===== src/rtl/pipe_pkg.sv =====
// Shared pipeline types for the hazard scoreboard.
//   sb_entry_t  : one scoreboard entry (valid, wr, load, dst, rs, rt, use_rt)
//   FWD_REGFILE : forwarding-select value meaning "use the register-file value"
// Register-address fields are SB_AW bits wide; narrower REG_AW values are zero-extended
// into them, so REG_AW must not exceed SB_AW.
package pipe_pkg;

  localparam int unsigned SB_AW       = 8;
  localparam int unsigned FWD_REGFILE = 0;

  typedef struct packed {
    logic             valid;
    logic             wr;
    logic             load;
    logic [SB_AW-1:0] dst;
    logic [SB_AW-1:0] rs;
    logic [SB_AW-1:0] rt;
    logic             use_rt;
  } sb_entry_t;

  localparam sb_entry_t SB_BUBBLE = '0;

endpackage


===== src/rtl/fwd_select.sv =====
// Priority forwarding match of one E-stage source register against scoreboard entries
// 1..DEPTH-1. The lowest (youngest) qualifying entry wins; loads qualify only once they
// have reached LOAD_READY.
//   en   in  : operand is live (E instruction valid, and for rt, rt is a source)
//   src  in  : source register address
//   sb   in  : scoreboard contents, entry 0 = E
//   sel  out : 0 = register file, k = result held by entry k
module fwd_select
  import pipe_pkg::*;
#(
  parameter int unsigned DEPTH      = 3,
  parameter int unsigned LOAD_READY = 2,
  parameter int unsigned FW         = $clog2(DEPTH)
) (
  input  logic                        en,
  input  logic [SB_AW-1:0]            src,
  input  sb_entry_t [DEPTH-1:0]       sb,
  output logic [FW-1:0]               sel
);

  // Entry 0 and the source fields of older entries are never matched here.
  logic unused_fields;

  always_comb begin
    unused_fields = ^sb[0];
    for (int k = 1; k < int'(DEPTH); k++) begin
      unused_fields = unused_fields ^ (^{sb[k].rs, sb[k].rt, sb[k].use_rt});
    end
  end

  // Scan oldest to youngest so the youngest match overwrites.
  always_comb begin
    sel = FW'(FWD_REGFILE);
    for (int k = int'(DEPTH) - 1; k >= 1; k--) begin
      if (en && (src != '0) && sb[k].valid && sb[k].wr && (sb[k].dst == src) &&
          (!sb[k].load || (k >= int'(LOAD_READY)))) begin
        sel = FW'(k);
      end
    end
  end

endmodule


===== src/rtl/hazard_scoreboard.sv =====
// Hazard and forwarding controller for the in-order pipeline. A shift-register
// scoreboard tracks the destination of every instruction past decode and drives
// E-stage forwarding selects, load-use stalls, branch flushes and external freeze.
//   clk, reset_n         : clock, asynchronous active-low reset
//   d_*_i                : decode-stage instruction fields
//   flush_i              : taken branch, bubble into E
//   ext_stall_i          : freeze whole pipeline, scoreboard holds
//   stall_f_o, stall_d_o : hold PC / fetch->decode register
//   flush_e_o            : bubble into decode->exec register
//   fwd_a_o, fwd_b_o     : E operand selects, 0 = register file, k = entry k result
// Optional build macro HAZARD_STATS_EN adds saturating stall_cnt_o / fwd_cnt_o counters.
module hazard_scoreboard
  import pipe_pkg::*;
#(
  parameter int unsigned REG_AW     = 5,
  parameter int unsigned DEPTH      = 3,
  parameter int unsigned LOAD_READY = 2,
  localparam int unsigned FW        = $clog2(DEPTH)
) (
  input  logic              clk,
  input  logic              reset_n,
  input  logic              d_valid_i,
  input  logic [REG_AW-1:0] d_rs_i,
  input  logic [REG_AW-1:0] d_rt_i,
  input  logic              d_use_rt_i,
  input  logic [REG_AW-1:0] d_dst_i,
  input  logic              d_wr_i,
  input  logic              d_load_i,
  input  logic              flush_i,
  input  logic              ext_stall_i,
  output logic              stall_f_o,
  output logic              stall_d_o,
  output logic              flush_e_o,
  output logic [FW-1:0]     fwd_a_o,
  output logic [FW-1:0]     fwd_b_o
`ifdef HAZARD_STATS_EN
  ,
  output logic [31:0]       stall_cnt_o,
  output logic [31:0]       fwd_cnt_o
`endif
);

  sb_entry_t [DEPTH-1:0] sb_q, sb_d;
  sb_entry_t             dec_entry;
  logic [SB_AW-1:0]      rs_x, rt_x;
  logic                  seen_rs, seen_rt, hit_rs, hit_rt, lwstall;

  assign rs_x = SB_AW'(d_rs_i);
  assign rt_x = SB_AW'(d_rt_i);

  assign dec_entry = '{valid:  d_valid_i,
                       wr:     d_wr_i,
                       load:   d_load_i,
                       dst:    SB_AW'(d_dst_i),
                       rs:     rs_x,
                       rt:     rt_x,
                       use_rt: d_use_rt_i};

  // Load-use: the youngest writer of a decode source among entries that cannot yet
  // forward load data decides. A younger non-load writer shadows an older load.
  always_comb begin
    seen_rs = 1'b0;
    seen_rt = 1'b0;
    hit_rs  = 1'b0;
    hit_rt  = 1'b0;
    for (int j = 0; j <= int'(LOAD_READY) - 2; j++) begin
      if (!seen_rs && (rs_x != '0) && sb_q[j].valid && (sb_q[j].wr || sb_q[j].load) &&
          (sb_q[j].dst == rs_x)) begin
        seen_rs = 1'b1;
        hit_rs  = sb_q[j].load;
      end
      if (!seen_rt && d_use_rt_i && (rt_x != '0) && sb_q[j].valid &&
          (sb_q[j].wr || sb_q[j].load) && (sb_q[j].dst == rt_x)) begin
        seen_rt = 1'b1;
        hit_rt  = sb_q[j].load;
      end
    end
    lwstall = d_valid_i && (hit_rs || hit_rt);
  end

  always_comb begin
    stall_f_o = 1'b0;
    stall_d_o = 1'b0;
    flush_e_o = 1'b0;
    if (ext_stall_i) begin
      stall_f_o = 1'b1;
      stall_d_o = 1'b1;
    end else if (flush_i) begin
      flush_e_o = 1'b1;
    end else if (lwstall) begin
      stall_f_o = 1'b1;
      stall_d_o = 1'b1;
      flush_e_o = 1'b1;
    end
  end

  always_comb begin
    sb_d = sb_q;
    if (!ext_stall_i) begin
      for (int k = int'(DEPTH) - 1; k >= 1; k--) begin
        sb_d[k] = sb_q[k-1];
      end
      sb_d[0] = (flush_i || lwstall) ? SB_BUBBLE : dec_entry;
    end
  end

  always_ff @(posedge clk or negedge reset_n) begin
    if (!reset_n) begin
      sb_q <= '0;
    end else begin
      sb_q <= sb_d;
    end
  end

  fwd_select #(
    .DEPTH      (DEPTH),
    .LOAD_READY (LOAD_READY),
    .FW         (FW)
  ) u_fwd_a (
    .en  (sb_q[0].valid),
    .src (sb_q[0].rs),
    .sb  (sb_q),
    .sel (fwd_a_o)
  );

  fwd_select #(
    .DEPTH      (DEPTH),
    .LOAD_READY (LOAD_READY),
    .FW         (FW)
  ) u_fwd_b (
    .en  (sb_q[0].valid && sb_q[0].use_rt),
    .src (sb_q[0].rt),
    .sb  (sb_q),
    .sel (fwd_b_o)
  );

`ifdef HAZARD_STATS_EN
  logic [31:0] stall_cnt_q, fwd_cnt_q;

  always_ff @(posedge clk or negedge reset_n) begin
    if (!reset_n) begin
      stall_cnt_q <= '0;
      fwd_cnt_q   <= '0;
    end else begin
      if (lwstall && !ext_stall_i && !flush_i && (stall_cnt_q != '1)) begin
        stall_cnt_q <= stall_cnt_q + 32'd1;
      end
      if (((fwd_a_o != FW'(FWD_REGFILE)) || (fwd_b_o != FW'(FWD_REGFILE))) && !ext_stall_i &&
          (fwd_cnt_q != '1)) begin
        fwd_cnt_q <= fwd_cnt_q + 32'd1;
      end
    end
  end

  assign stall_cnt_o = stall_cnt_q;
  assign fwd_cnt_o   = fwd_cnt_q;
`endif

endmodule


===== config.mk =====
export PLATFORM = sky130hd
export DESIGN_NAME = hazard_scoreboard
export DESIGN_NICKNAME = d
export VERILOG_FILES = /design/src/rtl/pipe_pkg.sv /design/src/rtl/fwd_select.sv /design/src/rtl/hazard_scoreboard.sv
export SDC_FILE = /design/constraint.sdc
export NUM_CORES = 1
export LEC_CHECK = 0
export CAP_MARGIN = 40
export CORE_MARGIN = 2
export CORE_UTILIZATION = 55
export CTS_BUF_LIST = sky130_fd_sc_hd__clkbuf_16
export DETAILED_ROUTE_END_ITERATION = 10
export PLACE_DENSITY = 0.9
export SLEW_MARGIN = 20
export SYNTH_ARGS = -nofsm -noshare
export SYNTH_HDL_FRONTEND = slang
export SYNTH_SLANG_ARGS = --single-unit

===== constraint.sdc =====
create_clock -name clk -period 6.5 [get_ports clk]
set_input_delay 1.625 -clock clk [delete_from_list [all_inputs] [get_ports clk]]
set_output_delay 1.625 -clock clk [all_outputs]
set_load 0.05 [all_outputs]

==> flow_metrics.py, run 1 <==
metrics = {
    "drt": {
        "drtIter0Drc": 100,
        "antenna_left": 0,
        "drcViolationCount": 0,
        "wire_per_inst_um": 17.9,
        "via_count": 1390,
        "wirelength_um": 4150,
        "dr.pass1.iters": 4,
        "via_per_inst": 6.02,
    },
    "cells_and_area": {
        "largest_register_ffs": 34,
        "area_delta_synth_final_pct": 27.9,
        "final_nets": 209,
        "top_regs": "sb_q (34)",
        "diodes": 0,
        "utilization_pct": 73.8,
        "finalInstanceArea_um2": 2230,
        "fill_cells": 216,
        "drive_gt1_share_pct": 14.4,
        "top_register": "sb_q",
    },
    "yosys": {
        "ys_seq_area_share_pct": 48.7,
        "synthesis.nets": 180,
        "synth-warning-count": 0,
        "async_flop_share_pct": 100,
        "yosys.cell_types.count": 27,
        "synthTopCellsByArea": "dfrtp_1 49%, mux2_2 9.7%, xor2_1 8.5%",
        "synth_top_area_share_pct": 48.7,
        "syn_inst": 157,
        "syn_avg_cell_area_um2": 11.1,
        "synth_top_area_cell": "dfrtp_1",
        "synth-edff-count": 0,
        "netlist_area_um2": 1750,
        "ys.flop_type": "dfrtp_1",
        "synth-seq-cells": 34,
    },
    "power_and_ir_drop": {
        "leakagePower_nw": 0.999,
        "vdd_drop_max_uv": 187,
        "cellPowerDensity_nw_per_um2": 276,
        "total_power_uw": 617,
    },
    "place": {
        "dp_hpwl_um": 2900,
        "gp_congestion": 0.913,
        "port_buffers": 29,
        "place_area_um2": 2070,
        "place_worst_setup_slack_ns": 0.798,
    },
    "setup_path": {
        "cp_max_fo": 12,
        "critPathLaunch": "d_rt_i[4]",
        "critPathKind": "primary input to output pin",
        "r2r-start": "sb_q[18]",
        "critPathRequiredTime_ns": 4.88,
        "r2r-end": "sb_q[1]",
        "endpoint": "flush_e_o",
        "arrival_ns": 4.17,
        "r2r.worst_path.cells": 5,
        "rrSetupSlack_ns": 4.53,
        "crit_path_end_kind": "output pin",
        "cp-start-kind": "primary input",
    },
    "clocking": {
        "cts_root_buffer": "clkbuf_16",
        "cts_setup_buffers": 0,
        "cts_hold_buf": 0,
        "cts.path.max_buffers": 2,
        "h-tree-depth": 2,
        "clock_latency_ns": 0.28,
        "cts_resized": 0,
        "cts_tree": "built",
        "clkTransAtPathRegs_ns": 0.05,
        "clock_sinks": 34,
        "numCtsBuffers": 5,
    },
    "grt": {
        "grtUsageTotal_pct": 26.2,
        "antenna_found_initial": 0,
        "grt_overflow": 0,
        "grt_max_degree": 44,
        "first_global_vias": 1351,
        "grt_pass1_wl_um": 6710,
    },
    "outcome": {
        "status": "finished, final reports clean",
    },
    "sta": {
        "rsz0062_at_grt": "no",
        "finalSetupViolCount": 0,
        "timing.final.ws_setup_ns": 0.700,
        "slew_violations": 0,
        "slew-limit-headroom_pct": 50.4,
        "max_freq_ghz": 0.172,
        "fin_tns_setup_ns": 0,
        "worst_pin_slew_ns": 0.741,
        "skew_ns": 0.00222,
        "fin_crit_sh_pct": 89.2,
        "finalHoldViolations": 0,
        "period_needed_ns": 5.80,
    },
    "die": {
        "ios": 30,
        "core_area_um2": 3030,
        "num_rows": 20,
        "start_util_pct": 57.7,
        "die-area_um2": 3640,
        "die_w_um": 60.4,
        "die_h_um": 60.4,
    },
    "worst_hold_path": {
        "hold_depth": 2,
        "worstHoldStart": "sb_q[26]",
        "worstHoldPathType": "flop to flop",
    },
    "run": {
        "drv_cap": 0,
    },
}
[synthesized netlist by cell type, types with 2 or more instances]
| cell | count |
|---|---|
| nor4_1 | 5 |
| clkbuf_1 | 5 |
| or4_1 | 2 |
| nor2_1 | 3 |
| nor3_1 | 3 |
| nand2_1 | 12 |
| buf_1 | 2 |
| xnor2_1 | 11 |
| mux2_2 | 15 |
| nand3_1 | 3 |
| o21ai_0 | 2 |
| xor2_1 | 17 |
| nand4_1 | 4 |
| inv_1 | 9 |
| a21oi_1 | 2 |
| o41ai_1 | 8 |
| dfrtp_1 | 34 |
| a32o_1 | 11 |
[critical path: stages]
cell	delay [ns]
clkdlybuf4s50_1	0.45
or2_2	0.31
o21ai_0	0.23
nand4_1	0.20
a21o_1	0.34
a21oi_1	0.20
clkdlybuf4s50_1	0.82
[how the worst min path moves through the flow]
stage,end
final,sb_q[26]
after global routing,sb_q[0]
after CTS,sb_q[26]
after detailed placement,sb_q[26]
after global placement,sb_q[26]
after floorplan,sb_q[26]
[metal layers]
metal | track usage, % | vias up | wire (µm)
li1 | - | 635 | -
met1 | 32.0 | 688 | 1700
met2 | 45.0 | 58 | 2130
met3 | 7.25 | 9 | 247
met4 | 8.89 | 0 | 61
met5 | 0 | - | 0
[cells in the final DEF (no fill, tap or decap), types with 4 or more instances in the layout]
cell	count
inv_1	9
a32o_1	11
o41ai_1	8
dfrtp_1	34
nor4_1	5
mux2_2	15
xnor2_1	11
nand4_1	4
nand2_1	12
clkdlybuf4s50_1	29
clkbuf_16	5
xor2_1	17
[per-stage QoR]
| stage | instances | hold WS (ns) |
|---|---|---|
| floorplan | 157 | 0.439 |
| global placement | 223 | 0.468 |
| detailed placement | 223 | 0.475 |
| CTS | 231 | 0.515 |
| global route | 231 | 0.547 |
| finish | 231 | 0.510 |
[report_power, final]
part	internal [mW]	total, mW	switching, mW
registers	0.233	0.261	0.0285
clock network	0.179	0.265	0.0856
logic	0.0505	0.0913	0.0408
[area by class of cell]
type | count | area, µm² | area share, %
clock buffers | 5 | 125 | 5.60
clock inverters | 3 | 40.0 | 1.79
inverters | 9 | 33.8 | 1.51
multi-input cells | 105 | 823 | 36.9
flip-flops and latches | 34 | 851 | 38.1
well taps | 44 | 55.1 | 2.46
repair buffers | 31 | 305 | 13.7
[cell families (layout without fill, tap and decap cells)]
group / after synthesis / count (layout) / share of synthesized area (%)
buf+inv: 18 / 48 / 4.15
simple gates: 35 / 35 / 10.1
mux: 15 / 15 / 9.67
compound gates: 27 / 27 / 13.3
xor+xnor: 28 / 28 / 14.0
flops: 34 / 34 / 48.7
(Power assumes the default switching activity.)
==> run 2, diff against run 1 <==
CORE_UTILIZATION = 53   (was 55)
HOLD_SLACK_MARGIN = 0.05   (was unset)
PLACE_DENSITY = 0.88   (was 0.9)
SLEW_MARGIN = unset   (was 20)
==> run 2 against run 1 <==
Effect of this change:
- largest cell class unchanged
- die area is 3.5% higher
- worst hold slack better by 0.017 ns
- critical path type unchanged
- first-iteration DRC count shrank 54%
==> flow_metrics.py, run 2 (synthesized netlist as in run 1, its figures left out) <==
metrics = {
    "drt": {
        "antenna_left": 0,
        "wire_per_inst_um": 18.2,
        "dr.pass1.iters": 4,
        "via_per_inst": 6.02,
        "wirelength_um": 4180,
        "drtIter0Drc": 46,
        "via_count": 1385,
        "drcViolationCount": 0,
    },
    "place": {
        "gp_congestion": 0.956,
        "dp_hpwl_um": 2950,
        "place_area_um2": 2070,
        "place_worst_setup_slack_ns": 0.790,
        "port_buffers": 29,
    },
    "worst_hold_path": {
        "worstHoldStart": "sb_q[53]",
        "worstHoldPathType": "flop to flop",
    },
    "die": {
        "die-area_um2": 3770,
        "die_w_um": 61.4,
        "die_h_um": 61.4,
        "core_area_um2": 3100,
        "ios": 30,
        "num_rows": 20,
        "start_util_pct": 56.3,
    },
    "run": {
        "drv_cap": 0,
    },
    "clocking": {
        "clkTransAtPathRegs_ns": 0.05,
        "h-tree-depth": 2,
        "numCtsBuffers": 5,
        "cts_hold_buf": 0,
        "cts_resized": 0,
        "cts.path.max_buffers": 2,
        "cts_tree": "built",
        "clock_latency_ns": 0.28,
        "clock_sinks": 34,
        "cts_setup_buffers": 0,
        "cts_root_buffer": "clkbuf_16",
    },
    "setup_path": {
        "r2r-end": "sb_q[26]",
        "r2r.worst_path.cells": 5,
        "critPathKind": "primary input to output pin",
        "crit_path_end_kind": "output pin",
        "rrSetupSlack_ns": 4.49,
        "cp_max_fo": 12,
        "endpoint": "flush_e_o",
        "arrival_ns": 4.09,
        "r2r-start": "sb_q[18]",
        "cp-start-kind": "primary input",
        "critPathLaunch": "d_rs_i[4]",
        "critPathRequiredTime_ns": 4.88,
    },
    "sta": {
        "period_needed_ns": 5.71,
        "fin_tns_setup_ns": 0,
        "max_freq_ghz": 0.175,
        "skew_ns": 0.00379,
        "timing.final.ws_setup_ns": 0.787,
        "worst_pin_slew_ns": 0.717,
        "fin_crit_sh_pct": 87.9,
        "finalSetupViolCount": 0,
        "slew-limit-headroom_pct": 52.1,
        "slew_violations": 0,
        "finalHoldViolations": 0,
        "rsz0062_at_grt": "no",
    },
    "cells_and_area": {
        "diodes": 0,
        "top_regs": "sb_q (34)",
        "top_register": "sb_q",
        "area_delta_synth_final_pct": 26.0,
        "finalInstanceArea_um2": 2200,
        "final_common_cell": "dfrtp_1",
        "final_nets": 209,
        "layout_common_cells": "34 x dfrtp_1, 29 x clkdlybuf4s50_1, 17 x xor2_1",
        "drive_gt1_share_pct": 12.9,
        "largest_register_ffs": 34,
    },
    "power_and_ir_drop": {
        "cellPowerDensity_nw_per_um2": 258,
        "leakagePower_nw": 0.987,
        "vdd_drop_max_uv": 210,
        "total_power_uw": 568,
    },
    "outcome": {
        "status": "finished, final reports clean",
    },
    "grt": {
        "grt_util_met2_pct": 42.9,
        "grtUsageMet3_pct": 7.56,
        "grt_max_degree": 44,
        "antenna_found_initial": 0,
        "grtUsageTotal_pct": 26.5,
        "grt.busiest_layer": "met2",
        "grt_overflow": 0,
        "met1_usage_pct": 34.4,
        "grt_pass1_wl_um": 7120,
        "first_global_vias": 1453,
    },
}
-- run 2: cell count changes in the layout (fill, tap and decap cells not counted), sizes merged --
cell	before	now
inv	9	11
bufinv	1	0
clkinv	2	0
-- run 2: critical path: stages --
cell	delay, ns
clkdlybuf4s50_1	0.45
or3_1	0.38
a211o_1	0.29
a21o_1	0.33
a21oi_1	0.19
clkdlybuf4s50_1	0.82
-- run 2: metrics by stage --
step	util [%]	cells	hold slack [ns]
floorplan	-	157	0.439
global placement	66.7	223	0.459
detailed placement	66.7	223	0.493
CTS	70.9	230	0.522
global route	70.9	230	0.533
finish	70.9	230	0.527
-- run 2: worst min path at each step --
| stage | to | slack (ns) | cells after the start |
|---|---|---|---|
| floorplan | sb_q[26] | 0.44 | 2 |
| global route | sb_q[53] | 0.53 | 1 |
| detailed placement | sb_q[0] | 0.49 | 1 |
| finish | sb_q[53] | 0.53 | 1 |
| global placement | sb_q[26] | 0.46 | 2 |
| CTS | sb_q[53] | 0.52 | 1 |
-- run 2: routing by layer --
layer,vias to the layer above,wire (µm)
li1,632,-
met1,689,1680
met2,54,2180
met3,10,242
met4,0,80
met5,-,0
-- run 2: report_power, final --
part / total (mW) / leakage (nW) / internal [mW] / switching [mW]
logic: 0.0903 / 0.472 / 0.0505 / 0.0398
clock network: 0.217 / 0.0723 / 0.137 / 0.0807
registers: 0.261 / 0.443 / 0.233 / 0.0278
total: 0.568 / 0.987 / 0.420 / 0.148
-- run 2: final cells by class --
cell class	count	area [µm²]
tap	44	55.1
timing repair buffer	31	305
multi-input combinational	105	823
sequential	34	851
fill	230	902
clock inverter	2	7.51
clock buffer	5	125
inverter	9	33.8
